**config.mk**
```make
export PLATFORM = sky130hd
export DESIGN_NAME = face_bbox_detector
export DESIGN_NICKNAME = d
export VERILOG_FILES = /design/src/rtl/face_det_pkg.sv /design/src/rtl/pix_to_gray.sv /design/src/rtl/face_bbox_detector.sv
export SDC_FILE = /design/constraint.sdc
export NUM_CORES = 1
export LEC_CHECK = 0
export CORE_MARGIN = 1
export CORE_UTILIZATION = 35
export CTS_CLUSTER_DIAMETER = 30
export DETAILED_ROUTE_END_ITERATION = 8
export HOLD_SLACK_MARGIN = 0.15
export MAX_ROUTING_LAYER = met4
export PLACE_DENSITY = 0.63
export REMOVE_ABC_BUFFERS = 1
export SETUP_SLACK_MARGIN = 0.15
export SLEW_MARGIN = 40
export SYNTH_ARGS = -nofsm -noshare
export SYNTH_HDL_FRONTEND = slang
export SYNTH_SLANG_ARGS = --single-unit
```
**constraint.sdc**
```tcl
create_clock -name clk -period 12.2 [get_ports clk]
set_input_delay 2.44 -clock clk [delete_from_list [all_inputs] [get_ports clk]]
set_output_delay 2.44 -clock clk [all_outputs]
set_load 0.02 [all_outputs]
```
**src/rtl/face_det_pkg.sv**
```systemverilog
`default_nettype none
// ============================================================================
// Module      : face_det_pkg
// Description : Shared definitions for the face bounding-box detector:
//               pixel-format selectors, the frame FSM state encoding, the
//               pixel-width helper and the RGB-to-gray conversion.
// Revision    : 1.0 - initial release
// ============================================================================
package face_det_pkg;

    localparam int c_pix_mode_rgb565 = 0;
    localparam int c_pix_mode_rgb888 = 1;

    typedef enum logic [1:0] {
        S_WAIT_SOF  = 2'd0,
        S_ACTIVE    = 2'd1,
        S_FINALIZE  = 2'd2
    } state_t;

    function automatic int pix_width(input int mode);
        return (mode == c_pix_mode_rgb888) ? 24 : 16;
    endfunction

    // RGB565 channels are widened by zero-filling the LSBs. Each weighted
    // term is at most 63/127/63, so the 8-bit sum tops out at 253.
    function automatic logic [7:0] rgb_to_gray(input logic [23:0] pix,
                                               input logic        is_888);
        logic [7:0] r;
        logic [7:0] g;
        logic [7:0] b;
        if (is_888) begin
            r = pix[23:16];
            g = pix[15:8];
            b = pix[7:0];
        end else begin
            r = {pix[15:11], 3'b000};
            g = {pix[10:5],  2'b00};
            b = {pix[4:0],   3'b000};
        end
        return (r >> 2) + (g >> 1) + (b >> 2);
    endfunction

endpackage
`default_nettype wire

```
**src/rtl/pix_to_gray.sv**
```systemverilog
`default_nettype none
// ============================================================================
// Module      : pix_to_gray
// Description : Combinational pixel-to-gray converter for RGB565 or RGB888.
//               Ports: pix  - input pixel (16 or 24 bits, by PIX_MODE)
//                      gray - 8-bit luminance approximation
// Revision    : 1.0 - initial release
// ============================================================================
module pix_to_gray
    import face_det_pkg::*;
#(
    parameter  int PIX_MODE = 0,
    localparam int c_pix_w  = pix_width(PIX_MODE)
) (
    input  logic [c_pix_w-1:0] pix,
    output logic [7:0]         gray
);

    logic [23:0] w_pix24;

    generate
        if (c_pix_w == 24) begin : g_rgb888
            assign w_pix24 = pix;
        end else begin : g_rgb565
            assign w_pix24 = {8'd0, pix};
        end
    endgenerate

    assign gray = rgb_to_gray(w_pix24, (PIX_MODE == c_pix_mode_rgb888));

endmodule
`default_nettype wire

```
**src/rtl/face_bbox_detector.sv**
```systemverilog
`default_nettype none
// ============================================================================
// Module      : face_bbox_detector
// Description : Streaming bounding-box detector. Finds the extent of all
//               horizontal runs of in-band gray pixels in a frame, reports
//               the box once per frame and overlays the previous frame's box
//               onto the pixel stream with one cycle of latency.
//               Ports: clk, rst (sync, active high)
//                      pixel_in / data_valid_in / sof_in  - input stream
//                      pixel_out / data_valid_out         - overlaid stream
//                      face_detected, face_x/y/width/height, frame_done
// Revision    : 1.0 - initial release
// ============================================================================
module face_bbox_detector
    import face_det_pkg::*;
#(
    parameter  int          IMG_WIDTH   = 640,
    parameter  int          IMG_HEIGHT  = 480,
    parameter  int          PIX_MODE    = 0,
    parameter  int          MIN_SIZE    = 60,
    parameter  int          GRAY_LO     = 60,
    parameter  int          GRAY_HI     = 200,
    parameter  int          ROW_MIN_RUN = 8,
    parameter  logic [23:0] BOX_COLOR   = (PIX_MODE == 1) ? 24'hFF0000 : 24'h00F800,
    localparam int          c_pix_w     = pix_width(PIX_MODE),
    localparam int          c_cw        = $clog2(((IMG_WIDTH > IMG_HEIGHT) ? IMG_WIDTH : IMG_HEIGHT) + 1)
) (
    input  logic               clk,
    input  logic               rst,
    input  logic [c_pix_w-1:0] pixel_in,
    input  logic               data_valid_in,
    input  logic               sof_in,
    output logic [c_pix_w-1:0] pixel_out,
    output logic               data_valid_out,
    output logic               face_detected,
    output logic               frame_done,
    output logic [c_cw-1:0]    face_x,
    output logic [c_cw-1:0]    face_y,
    output logic [c_cw-1:0]    face_width,
    output logic [c_cw-1:0]    face_height
);

    localparam int                 c_rw        = $clog2(ROW_MIN_RUN + 1);
    localparam logic [c_cw-1:0]    c_x_last    = c_cw'(IMG_WIDTH - 1);
    localparam logic [c_cw-1:0]    c_y_last    = c_cw'(IMG_HEIGHT - 1);
    localparam logic [c_cw-1:0]    c_run_back  = c_cw'(ROW_MIN_RUN - 1);
    localparam logic [c_cw-1:0]    c_min_size  = c_cw'(MIN_SIZE);
    localparam logic [c_rw-1:0]    c_run_max   = c_rw'(ROW_MIN_RUN);
    localparam logic [7:0]         c_gray_lo   = 8'(GRAY_LO);
    localparam logic [7:0]         c_gray_hi   = 8'(GRAY_HI);
    localparam logic [c_pix_w-1:0] c_box_color = BOX_COLOR[c_pix_w-1:0];

    state_t          r_state;
    logic [c_cw-1:0] r_x, r_y;
    logic [c_rw-1:0] r_run;
    logic            r_hit;
    logic [c_cw-1:0] r_min_x, r_max_x, r_min_y, r_max_y;
    logic            r_ov_valid;
    logic [c_cw-1:0] r_ov_x, r_ov_y, r_ov_w, r_ov_h;

    logic [7:0]      w_gray;
    logic            w_in_band, w_sof, w_count, w_fin;
    logic [c_cw-1:0] w_cx, w_cy, w_qx, w_x_next, w_y_next;
    logic            w_x_end, w_last;
    logic [c_rw-1:0] w_run_base, w_run_next;
    logic            w_qual, w_hit_base, w_hit_next;
    logic [c_cw-1:0] w_min_x_next, w_max_x_next, w_min_y_next, w_max_y_next;
    logic [c_cw-1:0] w_ext_w, w_ext_h;
    logic            w_det;
    logic            w_res_valid;
    logic [c_cw-1:0] w_res_x, w_res_y, w_res_w, w_res_h;
    logic            w_box_valid;
    logic [c_cw-1:0] w_box_x, w_box_y, w_box_w, w_box_h;
    logic [c_cw:0]   w_box_l, w_box_r, w_box_t, w_box_b, w_cx_e, w_cy_e;
    logic            w_on_col, w_on_row, w_in_rows, w_in_cols, w_on_border;

    pix_to_gray #(
        .PIX_MODE (PIX_MODE)
    ) u_pix_to_gray (
        .pix  (pixel_in),
        .gray (w_gray)
    );

    assign w_in_band = (w_gray >= c_gray_lo) && (w_gray <= c_gray_hi);

    // A pixel is counted when it opens a frame (from any state) or arrives
    // mid-frame; a start-of-frame pixel is always coordinate (0,0).
    assign w_sof   = data_valid_in & sof_in;
    assign w_count = data_valid_in & (sof_in | (r_state == S_ACTIVE));
    assign w_fin   = (r_state == S_FINALIZE);
    assign w_cx    = sof_in ? '0 : r_x;
    assign w_cy    = sof_in ? '0 : r_y;

    assign w_x_end  = (w_cx == c_x_last);
    assign w_last   = w_x_end && (w_cy == c_y_last);
    assign w_x_next = w_x_end ? '0 : w_cx + 1'b1;
    assign w_y_next = w_x_end ? w_cy + 1'b1 : w_cy;

    // Runs never span a line boundary; the counter saturates so a run of
    // any length keeps qualifying every pixel once it reaches the minimum.
    assign w_run_base = (w_cx == '0) ? '0 : r_run;
    assign w_run_next = !w_in_band                 ? '0 :
                        (w_run_base == c_run_max)  ? w_run_base :
                                                     w_run_base + 1'b1;
    assign w_qual     = w_in_band && (w_run_next == c_run_max);
    assign w_qx       = w_cx - c_run_back;   // left end of the qualifying run
    assign w_hit_base = sof_in ? 1'b0 : r_hit;

    always_comb begin
        w_hit_next   = w_hit_base;
        w_min_x_next = w_hit_base ? r_min_x : '0;
        w_max_x_next = w_hit_base ? r_max_x : '0;
        w_min_y_next = w_hit_base ? r_min_y : '0;
        w_max_y_next = w_hit_base ? r_max_y : '0;
        if (w_qual) begin
            w_hit_next   = 1'b1;
            w_max_y_next = w_cy;    // raster order: latest row is the lowest
            if (!w_hit_base) begin
                w_min_x_next = w_qx;
                w_max_x_next = w_cx;
                w_min_y_next = w_cy;
            end else begin
                if (w_qx < r_min_x) w_min_x_next = w_qx;
                if (w_cx > r_max_x) w_max_x_next = w_cx;
            end
        end
    end

    assign w_ext_w = r_max_x - r_min_x + 1'b1;
    assign w_ext_h = r_max_y - r_min_y + 1'b1;
    assign w_det   = r_hit && (w_ext_w >= c_min_size) && (w_ext_h >= c_min_size);

    // Result as it stands after this edge: a start-of-frame pixel arriving
    // in the finalize cycle must see the box being computed right now.
    assign w_res_valid = w_fin ? w_det : face_detected;
    assign w_res_x     = w_fin ? (w_det ? r_min_x : '0) : face_x;
    assign w_res_y     = w_fin ? (w_det ? r_min_y : '0) : face_y;
    assign w_res_w     = w_fin ? (w_det ? w_ext_w : '0) : face_width;
    assign w_res_h     = w_fin ? (w_det ? w_ext_h : '0) : face_height;

    assign w_box_valid = w_sof ? w_res_valid : r_ov_valid;
    assign w_box_x     = w_sof ? w_res_x     : r_ov_x;
    assign w_box_y     = w_sof ? w_res_y     : r_ov_y;
    assign w_box_w     = w_sof ? w_res_w     : r_ov_w;
    assign w_box_h     = w_sof ? w_res_h     : r_ov_h;

    assign w_box_l   = {1'b0, w_box_x};
    assign w_box_t   = {1'b0, w_box_y};
    assign w_box_r   = {1'b0, w_box_x} + {1'b0, w_box_w} - 1'b1;
    assign w_box_b   = {1'b0, w_box_y} + {1'b0, w_box_h} - 1'b1;
    assign w_cx_e    = {1'b0, w_cx};
    assign w_cy_e    = {1'b0, w_cy};
    assign w_on_col  = (w_cx_e == w_box_l) || (w_cx_e == w_box_r);
    assign w_on_row  = (w_cy_e == w_box_t) || (w_cy_e == w_box_b);
    assign w_in_rows = (w_cy_e >= w_box_t) && (w_cy_e <= w_box_b);
    assign w_in_cols = (w_cx_e >= w_box_l) && (w_cx_e <= w_box_r);
    assign w_on_border = w_count && w_box_valid &&
                         ((w_on_col && w_in_rows) || (w_on_row && w_in_cols));

    always_ff @(posedge clk) begin
        if (rst) begin
            r_state        <= S_WAIT_SOF;
            r_x            <= '0;
            r_y            <= '0;
            r_run          <= '0;
            r_hit          <= 1'b0;
            r_min_x        <= '0;
            r_max_x        <= '0;
            r_min_y        <= '0;
            r_max_y        <= '0;
            r_ov_valid     <= 1'b0;
            r_ov_x         <= '0;
            r_ov_y         <= '0;
            r_ov_w         <= '0;
            r_ov_h         <= '0;
            pixel_out      <= '0;
            data_valid_out <= 1'b0;
            face_detected  <= 1'b0;
            frame_done     <= 1'b0;
            face_x         <= '0;
            face_y         <= '0;
            face_width     <= '0;
            face_height    <= '0;
        end else begin
            data_valid_out <= data_valid_in;
            frame_done     <= 1'b0;
            if (data_valid_in) begin
                pixel_out <= w_on_border ? c_box_color : pixel_in;
            end

            if (w_sof) begin
                r_ov_valid <= w_res_valid;
                r_ov_x     <= w_res_x;
                r_ov_y     <= w_res_y;
                r_ov_w     <= w_res_w;
                r_ov_h     <= w_res_h;
            end

            if (w_fin) begin
                face_detected <= w_det;
                face_x        <= w_res_x;
                face_y        <= w_res_y;
                face_width    <= w_res_w;
                face_height   <= w_res_h;
                frame_done    <= 1'b1;
                r_state       <= S_WAIT_SOF;
                r_x           <= '0;
                r_y           <= '0;
                r_run         <= '0;
                r_hit         <= 1'b0;
                r_min_x       <= '0;
                r_max_x       <= '0;
                r_min_y       <= '0;
                r_max_y       <= '0;
            end

            // Placed after the finalize branch so a new frame starting in the
            // finalize cycle overrides the cleared statistics.
            if (w_count) begin
                r_run   <= w_run_next;
                r_hit   <= w_hit_next;
                r_min_x <= w_min_x_next;
                r_max_x <= w_max_x_next;
                r_min_y <= w_min_y_next;
                r_max_y <= w_max_y_next;
                if (w_last) begin
                    r_state <= S_FINALIZE;
                    r_x     <= '0;
                    r_y     <= '0;
                end else begin
                    r_state <= S_ACTIVE;
                    r_x     <= w_x_next;
                    r_y     <= w_y_next;
                end
            end
        end
    end

endmodule
`default_nettype wire

```
==> summary.txt, run 1 <==
Status = completed
Number of enable flip-flop cells after synthesis = 0
Tightest Pin Transition = 0.8307 ns
Clock-pin transition on the worst setup and hold timing paths = 0.07 ns
Vias in the first global route = 9027
Warning count from the yosys run = 0
CTS tree = done
Rows = 63
Reg2Reg Depth = 35
R2r setup slk = 3.93 ns
Setup Buffers After CTS = 0
Longest Clk Path Bufs = 2
Worst EP required = 12.52 ns
Cell Area, Synth = 10770 µm²
Final period util = 0.6847
Crit path max fanout = 38
Core ar. = 29950 µm²
Post-DP HPWL = 21320 µm
Critical Path Start Type = input port
Hold Crit Class = flop to flop
Launch point of the worst reg-to-reg path = r_max_y[1]$_SDFFE_PP0P_
# DRC = 0
Die height = 177.4 µm
Yosys reg bits = 167
TritonCTS Buffers = 17
Largest area contributor in the netlist = dfxtp_1
IO buf count = 78
Final setup vio count = 0
Final #Nets = 1520
Bufs and invs on worst path = 6
Slowest stage delay, CP = 0.57 ns
Die Area = 31470 µm²
Hold_buf cts = 0
Relative slew slack = 0.4462
Largest net degree at the start of global routing = 79
Syn-to-layout area delta = 16.66%
TNS Setup = 0 ns
Worst Skew = 0.01228 ns
Syn_area_per_cell = 8.359 µm²
P per Cell Area = 98.85 nW/µm²
All-layer global routing usage = 0.1927
Post-synth ARST share = 0
Fin crit period = 8.353 ns
Final Wtd Congestion = 0.8723
RSZ-0062 raised after global routing = no
Post-synth top flop = dfxtp_1
Mapped Cells = 1288
Drt first-iter violations = 788
CP Class = input port to flop
Non-Filler Instances = 1752
Die W = 177.4 µm
Crit. End Element = flop
Share of layout cells above drive strength 1 = 0.04919
Clk root buf = clkbuf_16
Pre-antenna DRT Iters = 6
Final Core Density = 0.4193
DR WL/cell = 16.45 µm
Num ports = 79
CP Launch Point = sof_in
Post-cts resize count = 0
H-Tree Level Count = 4
CP delay by family, top = simple AND/OR/NAND/NOR gates
First-pass GRT wire length = 46670 µm
Count of cell types in the netlist = 70
Register area share after synthesis = 0.3105
Hold path endpoint = r_run[1]$_SDFFE_PP0P_
Routed WL = 28820 µm
Min-delay src = r_run[1]$_SDFFE_PP0P_
Crit path DAT = 8.68 ns
CP max stage cell = nor4_1
Clock sinks = 167
Clock Latency Late Sink = 0.44 ns
R2R Path End = pixel_out[9]$_SDFFE_PP0P_
Hold Vio Cnt, Final = 0
Routed Antenna Nets = 0
Slew Viols, Final = 0
Hold path cells = 2
Post-synth top area share = 0.3105
Gr ovfl total = 0
Static leakage = 5.254 nW
Placed cells = 1720
Maximum VDD drop = 0.09791 mV
Fmax = 119.7 MHz
Via density = 5.498
Vias = 9632
Number of diodes = 0
Initial antenna violation count = 0
Area contributors post-synth = dfxtp_1 31%, ha_1 16%, nor2_1 5.0%
Initial Utilization = 0.3594
Max-cap violation count = 0
## report_power, final
part / switching [mW] / internal [mW]
Clock: 0.242 / 0.316
Sequential: 0.00450 / 0.552
Combinational: 0.0777 / 0.0498
Total: 0.324 / 0.918
## flip-flops by register name (all words and copies together), names as in the netlist, 2 cells and up
name,flops
pixel_out,16
face_height,10
face_width,10
face_x,10
face_y,10
r_max_x,10
r_max_y,10
r_min_x,10
r_min_y,10
r_ov_h,10
r_ov_w,10
r_ov_x,10
r_ov_y,10
r_x,10
r_y,10
r_run,4
r_state,2
## layout by cell type, fill, tap and decap left out, drive strengths merged, types with 6 or more instances in the layout
| master | Yosys | routed |
|---|---|---|
| nor2b | 28 | 28 |
| o21bai | 6 | 6 |
| xor2 | 18 | 18 |
| o211ai | 10 | 10 |
| inv | 103 | 107 |
| a21oi | 84 | 84 |
| o21ai | 54 | 54 |
| a221o | 13 | 13 |
| clkdlybuf4s50 | 0 | 77 |
| nand4 | 10 | 10 |
| or3 | 10 | 10 |
| xnor2 | 21 | 21 |
| buf | 15 | 19 |
| a31oi | 6 | 6 |
| nand2b | 21 | 21 |
| nor2 | 143 | 143 |
| a22oi | 32 | 32 |
| a222oi | 36 | 36 |
| nand3 | 30 | 30 |
| a211oi | 10 | 10 |
| a22o | 28 | 28 |
| nor3 | 33 | 33 |
| fa | 10 | 10 |
| a2111oi | 6 | 6 |
| clkbuf | 39 | 20 |
| o21a | 6 | 6 |
| nand2 | 110 | 110 |
| dfxtp | 167 | 167 |
| and3 | 7 | 7 |
| a21o | 21 | 21 |
| ha | 141 | 141 |
| nor4 | 6 | 6 |
## cells by family (layout without fill, tap and decap cells)
logic type / Yosys count / in the layout / synth area share
buf+inv: 158 / 232 / 0.05857
mux: 5 / 5 / 0.004765
flops: 167 / 167 / 0.3105
simple gates: 424 / 424 / 0.1849
xor+xnor: 39 / 39 / 0.03173
fa+ha+maj: 151 / 151 / 0.1825
compound gates: 344 / 344 / 0.2271
## worst max path at each step
stage                                 endpoint  depth (start not counted)  slack, ns
floorplan           pixel_out[11]$_SDFFE_PP0P_                         22       3.79
global placement     pixel_out[2]$_SDFFE_PP0P_                         28       3.75
detailed placement   pixel_out[0]$_SDFFE_PP0P_                         28       3.55
CTS                  pixel_out[9]$_SDFFE_PP0P_                         28       3.98
global route        pixel_out[15]$_SDFFE_PP0P_                         36       3.09
finish               pixel_out[9]$_SDFFE_PP0P_                         28       3.85
## metal layers
layer	GRT usage	share of wire	wire length, µm	up-vias
met5	-	0	0	-
met4	0.06517	0.021	595	0
met3	0.02806	0.047	1363	40
met2	0.2985	0.46	13160	254
met1	0.2555	0.48	13700	4543
li1	-	-	-	4795
## cells in the mapped netlist, types with 30 or more instances
master    number
a21oi_1       84
a222oi_1      36
a22oi_1       32
clkbuf_1      39
dfxtp_1      167
ha_1         141
inv_1        103
nand2_1      110
nand3_1       30
nor2_1       143
nor3_1        33
o21ai_0       52
## worst register-to-register path: cells and delay by family (launching register included)
family	cells	cell delay, ns
adders and majority gates	7	2.14
and+or+nand+nor	10	2.07
xor gates and xnor gates	1	0.15
DFF	1	0.34
buffers and inverters	6	0.67
AOI/OAI and AO/OA	10	2.65
muxes	1	0.12
## per-stage QoR
step	hold slack [ns]	instance area, µm²	power [mW]	setup slack [ns]
after CTS	0.4710	12560	1.251	3.979
after global routing	0.4888	12560	1.293	3.086
after global placement	0.4580	11930	0.6929	3.748
after floorplan	0.4350	10530	0.6423	3.788
final	0.4684	12560	1.242	3.847
after detailed placement	0.4611	11960	0.6953	3.551
## final cells by class
class                           instances  area, µm²
Clock inverter                         12      141.4
Clock buffer                           20      456.7
Tap cell                              390      488.0
Multi-Input combinational cell        963       6824
Fill cell                            3007      17390
Inverter                              104      390.4
Sequential cell                       167       3343
Timing Repair Buffer                   96      917.1
(Power assumes the default switching activity.)
==> inputs of run 2 (changes only) <==
==> constraint.sdc (replaced) <==
create_clock -name clk -period 8.6 [get_ports clk]
set_input_delay 1.72 -clock clk [delete_from_list [all_inputs] [get_ports clk]]
set_output_delay 1.72 -clock clk [all_outputs]
set_load 0.02 [all_outputs]
==> run 2 against run 1 <==
  * Sequential share of layout area is 0.20 points lower
  * Highest routed layer unchanged
  * Combinational power is 42% higher
  * Sequential cell count stayed put
  * Clock power is 50% higher
  * Critical path type is now flop to flop
  * Global-route usage is 0.97 points higher
  * Wire length is 4.6% higher
  * Count of clock-buffer cells in the layout stayed put
  * Die area stayed put
  * First-iteration DRC count is 21% higher
  * Final cell count is 0.29% higher
==> summary.txt, run 2 (same netlist as run 1, synthesis figures left out) <==
First-pass GRT wire length = 48960 µm (+4.9%)
Final worst slack = 0.8221 ns (-3.024 ns)
R2r setup slk = 0.82 ns (-3.11 ns)
Crit path max fanout = 19 (-50%)
Final #Nets = 1525 (+0.33%)
Slew Viols, Final = 0 (unchanged)
TNS Setup = 0 ns (unchanged)
Gr ovfl total = 0 (unchanged)
Syn-to-layout area delta = 17.54%
Via density = 5.567 (+1.3%)
Worst hold margin = 0.4743 ns (+0.005906 ns)
Maximum VDD drop = 0.1400 mV (+43%)
Static leakage = 5.293 nW (+0.75%)
Rows = 63 (unchanged)
Tightest Pin Transition = 0.8287 ns (-0.001981 ns)
Internal = 1.340 mW (+46%)
Routed WL = 30150 µm (+4.6%)
Fin crit period = 7.778 ns
H-Tree Level Count = 4 (unchanged)
Die height = 177.4 µm (unchanged)
Core ar. = 29950 µm² (unchanged)
Final period util = 0.9044
Drt first-iter violations = 957 (+21%)
Reg2Reg Depth = 34 (-2.9%)
Worst Skew = 0.01247 ns (+0.0001962 ns)
Longest Clk Path Bufs = 2 (unchanged)
Pre-antenna DRT Iters = 6 (unchanged)
Launch point of the worst reg-to-reg path = r_min_x[0]$_SDFFE_PP0P_
CP dominant cell by count = ha_1
Relative slew slack = 0.4464 (about the same)
# DRC = 0 (unchanged)
Vias = 9782 (+1.6%)
Status = completed
Hold Vio Cnt, Final = 0 (unchanged)
Clock power share = 0.463 (+0.014)
Switch share = 0.2590 (-0.001951)
Routed Antenna Nets = 0 (unchanged)
RSZ-0062 raised after global routing = no
Final setup vio count = 0 (unchanged)
Hold_buf cts = 0 (unchanged)
Fmax = 128.6 MHz
Logic pwr share = 0.101 (-0.002)
Sw Pwr = 468.4 µW (+45%)
TritonCTS Buffers = 17 (unchanged)
Num ports = 79 (unchanged)
Commonest non-fill, non-tap cell in the layout = dfxtp_1
CTS tree = done
Share of layout cells above drive strength 1 = 0.05340 (+0.004209)
CP Launch Point = r_min_x[0]$_SDFFE_PP0P_
Max-cap violation count = 0 (unchanged)
Die Area = 31470 µm² (unchanged)
DR WL/cell = 17.16 µm (+4.3%)
Number of diodes = 0 (unchanged)
Largest register by flop count = pixel_out
Clock-pin transition on the worst setup and hold timing paths = 0.07 ns (about the same)
IO buf count = 78 (unchanged)
Clock Latency Late Sink = 0.44 ns (about the same)
Vias in the first global route = 9394 (+4.1%)
Most frequent cells in the layout = 167 x dfxtp_1, 141 x nor2_1, 141 x ha_1
Initial antenna violation count = 0 (unchanged)
Worst slack, placed = 0.7500 ns (-2.801 ns)
Post-DP HPWL = 22250 µm (+4.4%)
Max reg flops = 16 (unchanged)
Slowest stage delay, CP = 0.63 ns (+0.06 ns)
Die W = 177.4 µm (unchanged)
Crit path DAT = 8.10 ns (-0.58 ns)
Reg power frac = 0.437 (-0.011)
Worst EP required = 8.92 ns (-3.60 ns)
CP Class = flop to flop
Hold Crit Class = flop to flop
P per Cell Area = 142.9 nW/µm² (+45%)
Worst setup path end = pixel_out[9]$_SDFFE_PP0P_
CP max stage cell = o41a_1
Clk root buf = clkbuf_16
Final Wtd Congestion = 0.9251 (+6.1%)
Critical Path Start Type = flop
R2R Path End = pixel_out[9]$_SDFFE_PP0P_
Initial Utilization = 0.3594 (unchanged)
All-layer global routing usage = 0.2024 (+0.009740)
Crit. End Element = flop
Largest net degree at the start of global routing = 81 (+2.5%)
Clock sinks = 167 (unchanged)
## run 2: changes by cell type in the layout (fill, tap and decap cells not counted), sizes merged
cell and delta:
inv +1, bufinv +1, buf +5, clkinv -2
## run 2: timing repair
item / in CTS / in global routing
gates resized for setup: 0 / 3
endpoints found under the setup margin: 0 / 16
setup buffers: 0 / 1
## run 2: power groups by stage
stage               logic, mW  clock network [mW]  registers, mW
floorplan              0.0966                   0          0.815
global route            0.203               0.879          0.790
CTS                     0.183               0.848          0.789
global placement        0.179                   0          0.807
finish                  0.182               0.837          0.789
detailed placement      0.183                   0          0.807
## run 2: final cells by class
type                    instances  area (µm²)
clock inverters                12       162.7
clock buffers                  20       466.7
multi-input cells             963        6849
repair buffers                101       954.7
fillers                      2973       17300
inverters                     104       390.4
well taps                     390       488.0
flip-flops and latches        167        3343
## run 2: worst min-delay path by stage
| stage | startpoint | to | slack, ns | depth (start not counted) |
|---|---|---|---|---|
| finish | face_y[7]$_SDFFE_PP0P_ | face_y[7]$_SDFFE_PP0P_ | 0.47 | 2 |
| CTS | face_y[4]$_SDFFE_PP0P_ | face_y[4]$_SDFFE_PP0P_ | 0.47 | 2 |
| global placement | r_run[1]$_SDFFE_PP0P_ | r_run[1]$_SDFFE_PP0P_ | 0.46 | 2 |
| global route | face_y[7]$_SDFFE_PP0P_ | face_y[7]$_SDFFE_PP0P_ | 0.49 | 2 |
| detailed placement | face_y[4]$_SDFFE_PP0P_ | face_y[4]$_SDFFE_PP0P_ | 0.46 | 2 |
| floorplan | r_run[1]$_SDFFE_PP0P_ | r_run[1]$_SDFFE_PP0P_ | 0.44 | 2 |
## run 2: worst max-delay path: cells and delay by family (launching register included)
| kind | cells | cell delay, ns |
|---|---|---|
| DFF | 1 | 0.46 |
| buffers and inverters | 5 | 0.69 |
| and+or+nand+nor | 7 | 1.54 |
| muxes | 1 | 0.12 |
| xor gates and xnor gates | 2 | 0.32 |
| AOI/OAI and AO/OA | 12 | 2.49 |
| adders and majority gates | 7 | 2.03 |
## run 2: stage by stage
stage | power, mW | cell area, µm² | util | instances
finish | 1.808 | 12650 | 0.4225 | 1757
global route | 1.872 | 12650 | 0.4225 | 1757
CTS | 1.820 | 12630 | 0.4217 | 1756
detailed placement | 0.9899 | 12000 | 0.4007 | 1724
global placement | 0.9858 | 11970 | 0.3997 | 1724
floorplan | 0.9112 | 10530 | - | 1234
## run 2: per-layer routing
metal  global-route usage  up-vias  wire length [µm]
li1                     -     4819                 -
met1               0.2684     4668             14360
met2               0.3127      250             13740
met3              0.02421       45              1362
met4              0.07906        0               690
met5                    -        -                 0
